**config.mk**
```make
export PLATFORM = sky130hd
export DESIGN_NAME = mul_share_arbiter
export DESIGN_NICKNAME = d
export VERILOG_FILES = /design/src/rtl/mul_share_arbiter.sv
export SDC_FILE = /design/constraint.sdc
export NUM_CORES = 1
export LEC_CHECK = 0
export CELL_PAD_IN_SITES_DETAIL_PLACEMENT = 0
export CELL_PAD_IN_SITES_GLOBAL_PLACEMENT = 1
export CORE_UTILIZATION = 32
export CTS_CLUSTER_SIZE = 12
export DETAILED_ROUTE_END_ITERATION = 10
export PLACE_DENSITY = 0.86
export SYNTH_ARGS = -nofsm -noshare
export SYNTH_HDL_FRONTEND = slang
export SYNTH_SLANG_ARGS = --single-unit
export TNS_END_PERCENT = 10
```
**constraint.sdc**
```tcl
create_clock -name clk -period 3.9 [get_ports clk]
set_clock_uncertainty 0.15 [all_clocks]
set_input_delay 0.78 -clock clk [delete_from_list [all_inputs] [get_ports clk]]
set_output_delay 0.78 -clock clk [all_outputs]
set_load 0.05 [all_outputs]
```
**src/rtl/mul_share_arbiter.sv**
```systemverilog
`default_nettype none
// ============================================================================
// Module   : mul_share_arbiter
// Purpose  : Round-robin arbiter/sequencer that shares one sequential
//            unsigned WxW multiplier among N requesters. The winner's
//            operands are latched, the multiplier is started, and the
//            2W-bit product is returned with a one-cycle done pulse. If the
//            multiplier never answers, the operation is aborted after
//            TIMEOUT cycles and done is accompanied by err.
// Ports    : clk, rst_n         - clock, async active-low reset
//            i_req[N]           - request levels (held until own done)
//            i_a_in / i_b_in    - flat operand buses, slice i at [i*W +: W]
//            o_gnt[N]           - one-hot grant, START through DONE
//            o_done[N]          - one-cycle completion pulse to the owner
//            o_result[2W]       - product of the last completed operation
//            o_err              - timeout flag, coincident with done
//            o_busy             - FSM not idle
//            o_mul_start        - one-cycle multiplier start
//            o_mul_a / o_mul_b  - latched multiplier operands
//            i_mul_result[2W]   - multiplier product
//            i_mul_ready        - multiplier ready level
// Revision : 1.0 - initial release
// ============================================================================
module mul_share_arbiter #(
  parameter int N       = 4,
  parameter int W       = 8,
  parameter int TIMEOUT = 32
) (
  input  logic             clk,
  input  logic             rst_n,
  input  logic [N-1:0]     i_req,
  input  logic [N*W-1:0]   i_a_in,
  input  logic [N*W-1:0]   i_b_in,
  output logic [N-1:0]     o_gnt,
  output logic [N-1:0]     o_done,
  output logic [2*W-1:0]   o_result,
  output logic             o_err,
  output logic             o_busy,
  output logic             o_mul_start,
  output logic [W-1:0]     o_mul_a,
  output logic [W-1:0]     o_mul_b,
  input  logic [2*W-1:0]   i_mul_result,
  input  logic             i_mul_ready
);

  localparam int c_ptr_w = (N > 1) ? $clog2(N) : 1;
  localparam int c_cnt_w = $clog2(TIMEOUT + 1);
  localparam logic [c_ptr_w-1:0] c_last_idx = c_ptr_w'(N - 1);
  localparam logic [c_cnt_w-1:0] c_to_last  = c_cnt_w'(TIMEOUT - 1);

  typedef enum logic [2:0] {
    S_IDLE   = 3'd0,
    S_START  = 3'd1,
    S_SETTLE = 3'd2,
    S_WAIT   = 3'd3,
    S_DONE   = 3'd4
  } state_t;

  state_t               r_state;
  state_t               w_state_nxt;
  logic [c_ptr_w-1:0]   r_rr;
  logic [c_ptr_w-1:0]   r_owner;
  logic [W-1:0]         r_mul_a;
  logic [W-1:0]         r_mul_b;
  logic [2*W-1:0]       r_result;
  logic [c_cnt_w-1:0]   r_cnt;
  logic                 r_timed_out;

  logic [W-1:0]         w_a [N];
  logic [W-1:0]         w_b [N];
  logic                 w_win_found;
  logic [c_ptr_w-1:0]   w_win_idx;
  logic [c_ptr_w-1:0]   w_scan;
  int                   w_pos;
  logic [N-1:0]         w_owner_oh;
  logic [c_ptr_w-1:0]   w_rr_nxt;

  // Unpack the flat operand buses so the winner index selects directly.
  for (genvar g = 0; g < N; g++) begin : g_unpack
    assign w_a[g] = i_a_in[g*W +: W];
    assign w_b[g] = i_b_in[g*W +: W];
  end

  // Round-robin scan: first set request at or above r_rr, wrapping.
  always_comb begin
    w_win_found = 1'b0;
    w_win_idx   = '0;
    w_pos       = 0;
    w_scan      = '0;
    for (int k = 0; k < N; k++) begin
      w_pos = int'(r_rr) + k;
      if (w_pos >= N) begin
        w_pos = w_pos - N;
      end
      w_scan = w_pos[c_ptr_w-1:0];
      if (!w_win_found && i_req[w_scan]) begin
        w_win_found = 1'b1;
        w_win_idx   = w_scan;
      end
    end
  end

  assign w_owner_oh = N'(1) << r_owner;
  assign w_rr_nxt   = (r_owner == c_last_idx) ? '0 : r_owner + 1'b1;

  // Next-state logic.
  always_comb begin
    w_state_nxt = r_state;
    case (r_state)
      S_IDLE:   if (w_win_found) w_state_nxt = S_START;
      S_START:  w_state_nxt = S_SETTLE;
      // Ready is deliberately not looked at here: it may still be the
      // leftover level from the previous operation.
      S_SETTLE: w_state_nxt = S_WAIT;
      S_WAIT:   if (i_mul_ready || (r_cnt == c_to_last)) w_state_nxt = S_DONE;
      S_DONE:   w_state_nxt = S_IDLE;
      default:  w_state_nxt = S_IDLE;
    endcase
  end

  // State and datapath registers.
  always_ff @(posedge clk or negedge rst_n) begin
    if (!rst_n) begin
      r_state     <= S_IDLE;
      r_rr        <= '0;
      r_owner     <= '0;
      r_mul_a     <= '0;
      r_mul_b     <= '0;
      r_result    <= '0;
      r_cnt       <= '0;
      r_timed_out <= 1'b0;
    end else begin
      r_state <= w_state_nxt;
      case (r_state)
        S_IDLE: begin
          if (w_win_found) begin
            r_owner     <= w_win_idx;
            r_mul_a     <= w_a[w_win_idx];
            r_mul_b     <= w_b[w_win_idx];
            r_timed_out <= 1'b0;
          end
        end
        S_WAIT: begin
          r_cnt <= r_cnt + 1'b1;
          // A ready in the final timeout cycle still counts as success.
          if (i_mul_ready) begin
            r_result <= i_mul_result;
          end else if (r_cnt == c_to_last) begin
            r_timed_out <= 1'b1;
          end
        end
        S_DONE: begin
          r_rr  <= w_rr_nxt;
          r_cnt <= '0;
        end
        default: ;
      endcase
    end
  end

  // Outputs decode registered state only; no path from i_req.
  assign o_busy      = (r_state != S_IDLE);
  assign o_gnt       = o_busy ? w_owner_oh : '0;
  assign o_mul_start = (r_state == S_START);
  assign o_done      = (r_state == S_DONE) ? w_owner_oh : '0;
  assign o_err       = (r_state == S_DONE) && r_timed_out;
  assign o_result    = r_result;
  assign o_mul_a     = r_mul_a;
  assign o_mul_b     = r_mul_b;

endmodule
`default_nettype wire

```
# Yosys cells after proc, flatten, opt, wreduce, memory -nomap -nowiden
# Cells that the tools add are included.
# word_totals
ff_bits	46
out_inout_bits	43
word_cells	91
# op_classes
n_mux	37
order_cmp	9
addsub	9
n_bitwise	1
shift	1
n_eq_ne	10
reduce_logical	16
# ops
cell	count
binary-select mux 8 bit (select 2 bit)	2
two-way mux 8 bit	4
two-way mux 2 bit	9
>= comparator 3 bit (second input constant)	4
< comparator 2 x 3 -> 1 bit (second input constant)	4
one-hot mux 3 bit (4 select lines)	1
one-hot mux 6 bit (2 select lines)	1
two-way mux 1 bit	11
binary-select mux 1 bit (select 2 bit)	4
two-way mux 4 bit	2
!= test 2 bit (second input constant)	4
subtractor 2 x 1 -> 2 bit (second input constant)	4
adder 2 x 2 -> 3 bit (second input constant)	2
adder 6 x 1 -> 6 bit (second input constant)	1
== test 3 x 2 -> 1 bit (second input constant)	2
== test 6 x 5 -> 1 bit (second input constant)	1
two-way mux 3 bit	2
AND reduction 2 bit	3
logical AND 1 bit	4
AND reduction 4 bit	1
nonzero test 2 bit	2
<< shifter 1 x 2 -> 4 bit (first input constant)	1
adder 2 x 1 -> 3 bit (second input constant)	1
== test 3 x 1 -> 1 bit (second input constant)	1
10 further kinds	12

# Logic depth before layout (Yosys ltp)
# Gate-level depths: netlist of run 1.
# depth
ltp_word	18
ltp_mapped	8
ltp_nobuf	6

# Least setup slack after synthesis of run 1
# Ideal clock, no wire load.
# synth_timing
kind	reg-to-output
start	register r_state[2]
end	output port o_mul_start
path_stages_with_launch	3
path_slack_ns	1.223
arrival_time_ns	1.747
path_cell_list	dfrtp_1 > clkbuf_1 > nor3b_1
# synth_via
elab_chain_cells	1
# synth_lines
element	line_no	source
start: declaration	59	state_t r_state;
start signal: assignment	133	r_state <= w_state_nxt;
== test 3 x 1 -> 1 bit	164	assign o_mul_start = (r_state == S_START);
end: declaration	39	output logic o_mul_start,
# No other way between the ends.

# Worst setup path after layout of run 1
# layout_timing
start	register r_state[1]
end	output port o_err
# layout_via
elab_chain_cells	2
# layout_lines
element	line_no	source
== test 3 bit	166	assign o_err = (r_state == S_DONE) && r_timed_out;
logical AND 1 bit	166	
end: declaration	37	output logic o_err,
# No other way between the ends.

==> metrics.cfg, run 1 <==
[timing]
setup_viol = 0
hold_violations = 0
period_minus_slack_ps = 3150
setup_tns_ps = 0
clock.fmax_ghz = 0.318
finalCritPeriodShare_pct = 80.7
tightest_slew_ps = 1010
max_slew_margin_pct = 33.0
rsz0062_at_grt = no
drv_slew = 0

[power]
irDropWorstVdd_mv = 0.321
total_power_uw = 3100
powerDensity_nw_per_um2 = 757
power_leakage_uw = 0.00167

[clock_network]
htreeDepth = 2
cts_sinks = 46
hold_buffers = 0
insertion_delay_ps = 290
post_cts_resized = 0
cts_tree = yes
post-cts-setup-buffer-count = 0
cts_root_buffer = clkbuf_8
max-clock-path-buffers = 2
numCtsBuffers = 5
clk_pin_slew_ps = 80

[global_route]
grt_util_met3_pct = 3.82
met2_usage_pct = 28.4
first_global_vias = 2452
grt_max_degree = 47
grt.total_usage_pct = 17.0
busiest_layer = met2
antenna_found_initial = 0
grt_pass1_wl_um = 11700
grt.overflow.total = 0
use_met1_pct = 21.9

[worst_setup_path]
critical_path_class = flop to output pin
crit_path_start_kind = flop
rr_worst_depth = 6
cp-end-kind = output pin
cp.required_ps = 2970
r2r-start = r_rr[1]
cp-startpoint = r_state[1]
path_max_fanout = 8
cp_data_arrival_time_ps = 2220

[routing]
drc = 0
via_per_inst = 5.14
drtIter0Drc = 104
wire_per_inst_um = 15.3
ant_nets = 0
drtPass1Iterations = 4
vias = 2506
drt-total-wl_um = 7490

[floorplanning]
pin_count = 130
initial_utilization_pct = 32.8
dieArea_sq_um = 8750
core_sq_um = 8180
die_h_um = 93.5
rows = 33
die_x_um = 93.5

[synthesis]
synth_top_area_share_pct = 43.0
synth_area_sq_um = 2680
synth_warnings = 0
synth-main-ff-cell = dfrtp_1
syn_avg_cell_area_sq_um = 10.3
synth_edf_count = 0
synth_seq_cells = 46
synth_area_leaders = dfrtp_1, mux2_2, mux2i_1, a211o_1, o31ai_1
seq_area_frac_synth_pct = 43.0
synth-async-reset-ratio_pct = 100
synth_cells = 261
synth_top_area_cell = dfrtp_1
synth_cell_types = 40
syn-num-nets = 353

[finish]
multi_input_area_sq_um = 1400
final_nets = 474
drive_above_1_share_pct = 9.66
layoutNonFillerInstCount = 488
register_area_sq_um = 1150
fill_cells = 773
antennaDiodeCount = 0
syn_to_final_growth_pct = 52.9

[run_status]
status = finished, final reports clean

[flow_run]
cap_viol_max_count = 0

[hold_path]
hold_class = flop to flop
min_path_cells = 2
worstHoldStart = o_mul_b[4]

[placement]
hpwl_um = 5670
routabilityCongestion = 0.767
placed_cells = 480
port_buffers = 129

==> placed cells by master, fill, tap and decap left out, types with 2 or more instances in the layout <==
| cell | netlist | final |
|---|---|---|
| ha_1 | 5 | 5 |
| nand2b_1 | 2 | 2 |
| nor3b_1 | 3 | 3 |
| clkdlybuf4s50_1 | 0 | 128 |
| nand4_1 | 17 | 17 |
| a21oi_1 | 3 | 3 |
| nor2b_1 | 5 | 5 |
| o211ai_1 | 16 | 16 |
| o21ai_0 | 6 | 6 |
| a211o_1 | 17 | 17 |
| nor2_1 | 11 | 11 |
| nand3_1 | 4 | 4 |
| and3_1 | 6 | 6 |
| mux2i_1 | 16 | 16 |
| buf_4 | 2 | 4 |
| clkbuf_8 | 0 | 6 |
| mux2_2 | 17 | 17 |
| inv_1 | 3 | 3 |
| o31ai_1 | 17 | 17 |
| dfrtp_1 | 46 | 46 |
| nand2_1 | 29 | 29 |
| nor3_4 | 2 | 2 |
| xor2_1 | 2 | 2 |
==> path summary, 6_finish.rpt <==
kind / endpoint / slack, ps
worst max-delay path: o_err / 750
worst min-delay path: o_mul_b[4] / 350
worst max register to register: o_mul_b[2] / 1730
worst min register to register: o_mul_b[4] / 350
max in group asynchronous: o_mul_a[7] / 2470
min in group asynchronous: r_state[1] / 500
==> routing by layer <==
metal	vias up	wire length [um]	share of wire, %
met4	0	146	2.0
li1	1214	-	-
met3	12	608	8.1
met2	110	3480	46
met1	1170	3250	43
met5	-	0	0
==> cells in the mapped netlist, types with 2 or more instances <==
| library cell | number |
|---|---|
| dfrtp_1 | 46 |
| nand2_1 | 29 |
| a211o_1 | 17 |
| mux2_2 | 17 |
| nand4_1 | 17 |
| o31ai_1 | 17 |
| mux2i_1 | 16 |
| o211ai_1 | 16 |
| nor2_1 | 11 |
| buf_2 | 9 |
| and3_1 | 6 |
| o21ai_0 | 6 |
| clkbuf_1 | 5 |
| ha_1 | 5 |
| nor2b_1 | 5 |
| nand3_1 | 4 |
| a21oi_1 | 3 |
| inv_1 | 3 |
| nor3b_1 | 3 |
| buf_4 | 2 |
| buf_6 | 2 |
| nand2b_1 | 2 |
| nor3_4 | 2 |
| xor2_1 | 2 |
==> layout make-up <==
type                            instances  area share, %
Tap cell                              105           3.21
Sequential cell                        46           28.1
Timing Repair Buffer                  133           32.1
Clock buffer                            7           2.11
Multi-Input combinational cell        193           34.1
Clock inverter                          1          0.122
Inverter                                3          0.275
==> kinds of logic after synthesis <==
kind of cell / share of synthesized area, %
flip-flops: 43.0
XOR/XNOR: 0.654
AO/OA/AOI/OAI: 18.2
AND/OR/NAND/NOR: 17.8
buffers and inverters: 4.95
adder cells (fa/ha/maj): 2.33
multiplexers: 13.1
==> sequential cells by signal (all words and copies together) (netlist names) <==
| name | flops |
|---|---|
| r_timed_out | 1 |
| o_result | 16 |
| o_mul_b | 8 |
| r_cnt | 6 |
| r_state | 3 |
| r_owner | 2 |
| r_rr | 2 |
| o_mul_a | 8 |
==> power breakdown <==
part | switching, uW | leakage (uW) | internal [uW]
logic | 1220 | 0.00105 | 728
clock network | 152 | 0.0000482 | 143
registers | 167 | 0.000569 | 693
==> critical path, cell delays in order (launching register included) <==
cell and delay, ps:
dfrtp_1 490, nor2_1 380, and3_1 240, clkdlybuf4s50_1 810
==> per-stage QoR <==
step	hold slack, ps	cell area [sq um]	utilization, %	setup slack, ps
floorplan	308	2680	-	1220
global placement	330	4010	49.0	814
detailed placement	329	4010	49.0	784
CTS	345	4100	50.1	740
global route	367	4100	50.1	642
finish	349	4100	50.1	754
(Power assumes the default switching activity.)
==> inputs of run 2 (changes only) <==
--- a/config.mk
+++ b/config.mk
@@ -7,10 +7,10 @@
 export LEC_CHECK = 0
 export CELL_PAD_IN_SITES_DETAIL_PLACEMENT = 0
 export CELL_PAD_IN_SITES_GLOBAL_PLACEMENT = 1
-export CORE_UTILIZATION = 32
+export CORE_UTILIZATION = 30
 export CTS_CLUSTER_SIZE = 12
 export DETAILED_ROUTE_END_ITERATION = 10
-export PLACE_DENSITY = 0.86
+export PLACE_DENSITY = 0.82
 export SYNTH_ARGS = -nofsm -noshare
 export SYNTH_HDL_FRONTEND = slang
 export SYNTH_SLANG_ARGS = --single-unit
==> constraint.sdc (replaced) <==
create_clock -name clk -period 3.3 [get_ports clk]
set_clock_uncertainty 0.15 [all_clocks]
set_input_delay 0.66 -clock clk [delete_from_list [all_inputs] [get_ports clk]]
set_output_delay 0.66 -clock clk [all_outputs]
set_load 0.05 [all_outputs]
==> metrics.cfg, run 2 (synthesis results as in run 1) <==
[clock_network]
post_cts_resized = 0  ; unchanged
numCtsBuffers = 5  ; unchanged
clk_pin_slew_ps = 100  ; was 80 ps
htreeDepth = 2  ; unchanged
cts_sinks = 46  ; unchanged
max-clock-path-buffers = 2  ; unchanged
cts_tree = yes  ; unchanged
insertion_delay_ps = 300  ; was 290 ps
hold_buffers = 0  ; unchanged
post-cts-setup-buffer-count = 0  ; unchanged
cts_root_buffer = clkbuf_8  ; unchanged

[global_route]
grt_max_degree = 47  ; unchanged
grt.total_usage_pct = 16.7  ; was 17.0%
grt_pass1_wl_um = 12000  ; was 11700 um
grt.overflow.total = 0  ; unchanged
first_global_vias = 2424  ; was 2452
antenna_found_initial = 0  ; unchanged

[timing]
tightest_slew_ps = 1060  ; was 1010 ps
setup_viol = 0  ; unchanged
setup_tns_ps = 0  ; unchanged
max_slew_margin_pct = 29.1  ; was 33.0%
drv_slew = 0  ; unchanged
clock.fmax_ghz = 0.328
rsz0062_at_grt = no  ; unchanged
period_minus_slack_ps = 3040
hold_violations = 0  ; unchanged
finalCritPeriodShare_pct = 92.2

[flow_run]
cap_viol_max_count = 0  ; unchanged

[routing]
drtIter0Drc = 77  ; was 104
drc = 0  ; unchanged
drtPass1Iterations = 4  ; unchanged
drt-total-wl_um = 7970  ; was 7490 um
wire_per_inst_um = 16.1  ; was 15.3 um
ant_nets = 0  ; unchanged
via_per_inst = 5.12  ; was 5.14
vias = 2533  ; was 2506

[worst_setup_path]
crit_buf_inv = 1  ; unchanged
cp.required_ps = 2490  ; was 2970 ps
cp_data_arrival_time_ps = 2230  ; was 2220 ps
cp-startpoint = r_state[0]  ; was r_state[1]
r2r-start = r_state[2]  ; was r_rr[1]
path_max_fanout = 8  ; unchanged
cp-end-kind = output pin  ; unchanged
critical_path_class = flop to output pin  ; unchanged
cpLargestDelayFamily = buffers and inverters  ; unchanged
critPathMaxStageDelay_ps = 810  ; about the same
crit_path_start_kind = flop  ; unchanged
worstPathCellList = nor2_1 -> and3_1 -> clkdlybuf4s50_1  ; unchanged
crit_slowest_cell = clkdlybuf4s50_1  ; unchanged

[finish]
multi_input_area_sq_um = 1400  ; unchanged
register_area_sq_um = 1150  ; unchanged
final_cell_mix = clkdlybuf4s50_1, dfrtp_1, nand2_1  ; unchanged
fill_cells = 820  ; was 773
layoutNonFillerInstCount = 495  ; was 488
syn_to_final_growth_pct = 54.6  ; was 52.9%
final_common_cell = clkdlybuf4s50_1  ; unchanged
drive_above_1_share_pct = 10.9  ; was 9.66%
largest_reg_flops = 16  ; unchanged
final_nets = 478  ; was 474
antennaDiodeCount = 0  ; unchanged

[floorplanning]
initial_utilization_pct = 30.9  ; was 32.8%
die_x_um = 96.5  ; was 93.5 um
pin_count = 130  ; unchanged
rows = 34  ; was 33
dieArea_sq_um = 9320  ; was 8750 sq um
die_h_um = 96.5  ; was 93.5 um
core_sq_um = 8680  ; was 8180 sq um

[hold_path]
worstHoldStart = o_mul_b[1]  ; was o_mul_b[4]
hold_class = flop to flop  ; unchanged

[placement]
placed_cells = 487  ; was 480
port_buffers = 129  ; unchanged
hpwl_um = 5880  ; was 5670 um
routabilityCongestion = 0.737  ; was 0.767

[power]
power_leakage_uw = 0.00169  ; was 0.00167 uW
irDropWorstVdd_mv = 0.374  ; was 0.321 mV
powerDensity_nw_per_um2 = 898  ; was 757 nW/um^2

[run_status]
status = finished, final reports clean  ; unchanged

## run 2: changes by cell type in the layout (fill, tap and decap cells not counted), sizes merged
cell	previous run	this run
buf	5	9
clkinv	1	2
clkbuf	7	5
clkinvlp	0	1
## run 2: layout make-up
class	instances	share of cell area, %
clock buffers	5	1.66
clock inverters	3	0.513
inverters	3	0.272
multi-input cells	193	33.7
flip-flops and latches	46	27.8
well taps	108	3.26
repair buffers	137	32.8
## run 2: per-stage QoR
| step | util, % | setup WS, ps | power [uW] | area [sq um] | hold slack (ps) |
|---|---|---|---|---|---|
| finish | 47.7 | 256 | 3720 | 4140 | 351 |
| global route | 47.7 | 119 | 3960 | 4140 | 373 |
| CTS | 47.7 | 254 | 3760 | 4140 | 351 |
| detailed placement | 46.7 | 548 | 3400 | 4050 | 338 |
| global placement | 46.7 | 592 | 3350 | 4050 | 325 |
| floorplan | - | 743 | 2620 | 2680 | 214 |
## run 2: worst register-to-register path, cell delays in order, from the launching register on
cell	delay, ps
dfrtp_1	600
and3b_1	300
nand2_1	540
mux2_2	420
## run 2: metal layers
layer	wire, um	part of all wire [%]	up-vias	global-route usage (%)
met5	0	0	-	0
met4	108	1.4	0	4.53
met3	612	7.7	11	4.62
met2	3640	46	99	26.0
met1	3610	45	1196	22.8
li1	-	-	1227	-
## run 2: path summary, 6_finish.rpt
path	to	slack [ps]	cells after the start
max	o_done[2]	260	3
min	o_mul_b[1]	350	2
max reg2reg	o_result[14]	1180	3
min reg2reg	o_mul_b[1]	350	2
max in group asynchronous	o_mul_a[1]	1940	1
min in group asynchronous	o_result[4]	390	1
## run 2: report_power, final
group          total, uW  switching (uW)  internal, uW
sequential          1020             199           819
clock                352             203           149
combinational       2350            1460           894
total               3720            1860          1860
==> inputs of run 3 (changes only) <==
--- a/config.mk
+++ b/config.mk
@@ -7,10 +7,10 @@
 export LEC_CHECK = 0
 export CELL_PAD_IN_SITES_DETAIL_PLACEMENT = 0
 export CELL_PAD_IN_SITES_GLOBAL_PLACEMENT = 1
-export CORE_UTILIZATION = 30
+export CORE_UTILIZATION = 32
 export CTS_CLUSTER_SIZE = 12
 export DETAILED_ROUTE_END_ITERATION = 10
-export PLACE_DENSITY = 0.82
+export PLACE_DENSITY = 0.86
 export SYNTH_ARGS = -nofsm -noshare
 export SYNTH_HDL_FRONTEND = slang
 export SYNTH_SLANG_ARGS = --single-unit
==> constraint.sdc (replaced) <==
create_clock -name clk -period 3.6 [get_ports clk]
set_clock_uncertainty 0.15 [all_clocks]
set_input_delay 0.72 -clock clk [delete_from_list [all_inputs] [get_ports clk]]
set_output_delay 0.72 -clock clk [all_outputs]
set_load 0.05 [all_outputs]
==> metrics.cfg, run 3 (synthesis results as in run 1) <==
[worst_setup_path]
path_max_fanout = 8  ; unchanged
cp.required_ps = 2730  ; was 2490 ps
cp_data_arrival_time_ps = 2240  ; was 2230 ps
critical_path_class = flop to output pin  ; unchanged
cp-end-kind = output pin  ; unchanged
crit_path_start_kind = flop  ; unchanged

[global_route]
grt_util_met3_pct = 4.07  ; was 4.62%
busiest_layer = met2  ; unchanged
grt_pass1_wl_um = 12200  ; was 12000 um
met2_usage_pct = 31.1  ; was 26.0%
grt.overflow.total = 0  ; unchanged
first_global_vias = 2437  ; was 2424
antenna_found_initial = 0  ; unchanged
use_met1_pct = 22.6  ; was 22.8%
grt_max_degree = 47  ; unchanged
grt.total_usage_pct = 18.0  ; was 16.7%

[placement]
pre_cts_ws_ps = 555  ; was 548 ps
routabilityCongestion = 0.806  ; was 0.737
port_buffers = 129  ; unchanged
place_area_sq_um = 4020  ; was 4050 sq um
hpwl_um = 5760  ; was 5880 um
placed_cells = 482  ; was 487

[routing]
wire_per_inst_um = 15.8  ; was 16.1 um
drtPass1Iterations = 4  ; unchanged
drc = 0  ; unchanged
ant_nets = 0  ; unchanged
via_per_inst = 5.19  ; was 5.12
vias = 2540  ; was 2533
drt-total-wl_um = 7720  ; was 7970 um
drtIter0Drc = 89  ; was 77

[timing]
max_slew_margin_pct = 30.8  ; was 29.1%
setup_ws_ps = 485  ; was 256 ps
setup_viol = 0  ; unchanged
clock.fmax_ghz = 0.321
setup_tns_ps = 0  ; unchanged
drv_slew = 0  ; unchanged
finalCritPeriodShare_pct = 86.5
rsz0062_at_grt = no  ; unchanged
hold_ws_ps = 340  ; was 351 ps
tightest_slew_ps = 1040  ; was 1060 ps
hold_violations = 0  ; unchanged
period_minus_slack_ps = 3110

[clock_network]
hold_buffers = 0  ; unchanged
post_cts_resized = 0  ; unchanged
numCtsBuffers = 5  ; unchanged
htreeDepth = 2  ; unchanged
cts_sinks = 46  ; unchanged
max-clock-path-buffers = 2  ; unchanged
cts_tree = yes  ; unchanged
post-cts-setup-buffer-count = 0  ; unchanged
insertion_delay_ps = 290  ; was 300 ps
clk_pin_slew_ps = 80  ; was 100 ps
cts_root_buffer = clkbuf_8  ; unchanged

[finish]
finalInstanceArea_sq_um = 4100  ; was 4140 sq um
final_common_cell = clkdlybuf4s50_1  ; unchanged
largest_reg_flops = 16  ; unchanged
drive_above_1_share_pct = 9.64  ; was 10.9%
final_nets = 476  ; was 478
final_cell_mix = clkdlybuf4s50_1, dfrtp_1, nand2_1  ; unchanged
layoutNonFillerInstCount = 489  ; was 495
syn_to_final_growth_pct = 52.9  ; was 54.6%
antennaDiodeCount = 0  ; unchanged

[floorplanning]
initial_utilization_pct = 32.8  ; was 30.9%
rows = 33  ; was 34
die_h_um = 93.5  ; was 96.5 um
pin_count = 130  ; unchanged
dieArea_sq_um = 8750  ; was 9320 sq um
die_x_um = 93.5  ; was 96.5 um
core_sq_um = 8180  ; was 8680 sq um

[run_status]
status = finished, final reports clean  ; unchanged

[power]
seqPwrFrac_pct = 27.8  ; was 27.3%
switchingPower_uw = 1680  ; was 1860 uW
combPwrFrac_pct = 63.4  ; was 63.2%
powerDensity_nw_per_um2 = 820  ; was 898 nW/um^2
switching_share_pct = 49.9  ; was 50.0%
irDropWorstVdd_mv = 0.369  ; was 0.374 mV
p_int_uw = 1680  ; was 1860 uW
power_leakage_uw = 0.00167  ; was 0.00169 uW
power_frac_clock_pct = 8.8  ; was 9.5%

[flow_run]
cap_viol_max_count = 0  ; unchanged

[hold_path]
hold_class = flop to flop  ; unchanged

## run 3: cell types whose count changed in the layout (fill, tap and decap cells not counted), sizes merged
cell      previous run  this run
buf                  9         7
clkbuf               5         7
clkinv               2         0
clkinvlp             1         0
## run 3: routing by layer
| layer | wire length [um] | vias up |
|---|---|---|
| met4 | 97 | 0 |
| met2 | 3710 | 116 |
| met1 | 3340 | 1192 |
| met5 | 0 | - |
| li1 | - | 1225 |
| met3 | 567 | 7 |
## run 3: worst paths after layout
check                      startpoint     endpoint  slack, ps  cells past startpoint
min in group asynchronous       rst_n  o_result[0]        460                      1
max in group asynchronous       rst_n   o_mul_b[3]       2200                      1
hold / removal               r_cnt[5]     r_cnt[5]        340                      1
hold reg to reg              r_cnt[5]     r_cnt[5]        340                      1
setup reg to reg              r_rr[1]   o_mul_b[0]       1350                      6
setup / recovery           r_state[1]        o_err        490                      3
## run 3: final cells by class
cell class	instances	area [sq um]
clock buffer	7	76.3
fill	765	4080
inverter	3	11.3
multi-input combinational	193	1400
sequential	46	1150
tap	105	131
timing repair buffer	135	1330
## run 3: power groups by stage
stage	Combinational (uW)	Sequential, uW	Clock, uW
6_report	2130	935	296
5_1_grt	2260	970	326
4_1_cts	2150	937	307
3_5_place_dp	2140	943	0
3_3_place_gp	2120	938	0
2_1_floorplan	888	1510	0
## run 3: through the flow
step	util [%]	power (uW)
floorplan	-	2400
global placement	49.2	3060
detailed placement	49.2	3090
CTS	50.1	3390
global route	50.1	3560
finish	50.1	3360
## run 3: worst max-delay path, cell delays in order, from the launching register on
cell and delay (ps):
dfrtp_1 480, nor2_1 430, and3_1 230, clkdlybuf4s50_1 810
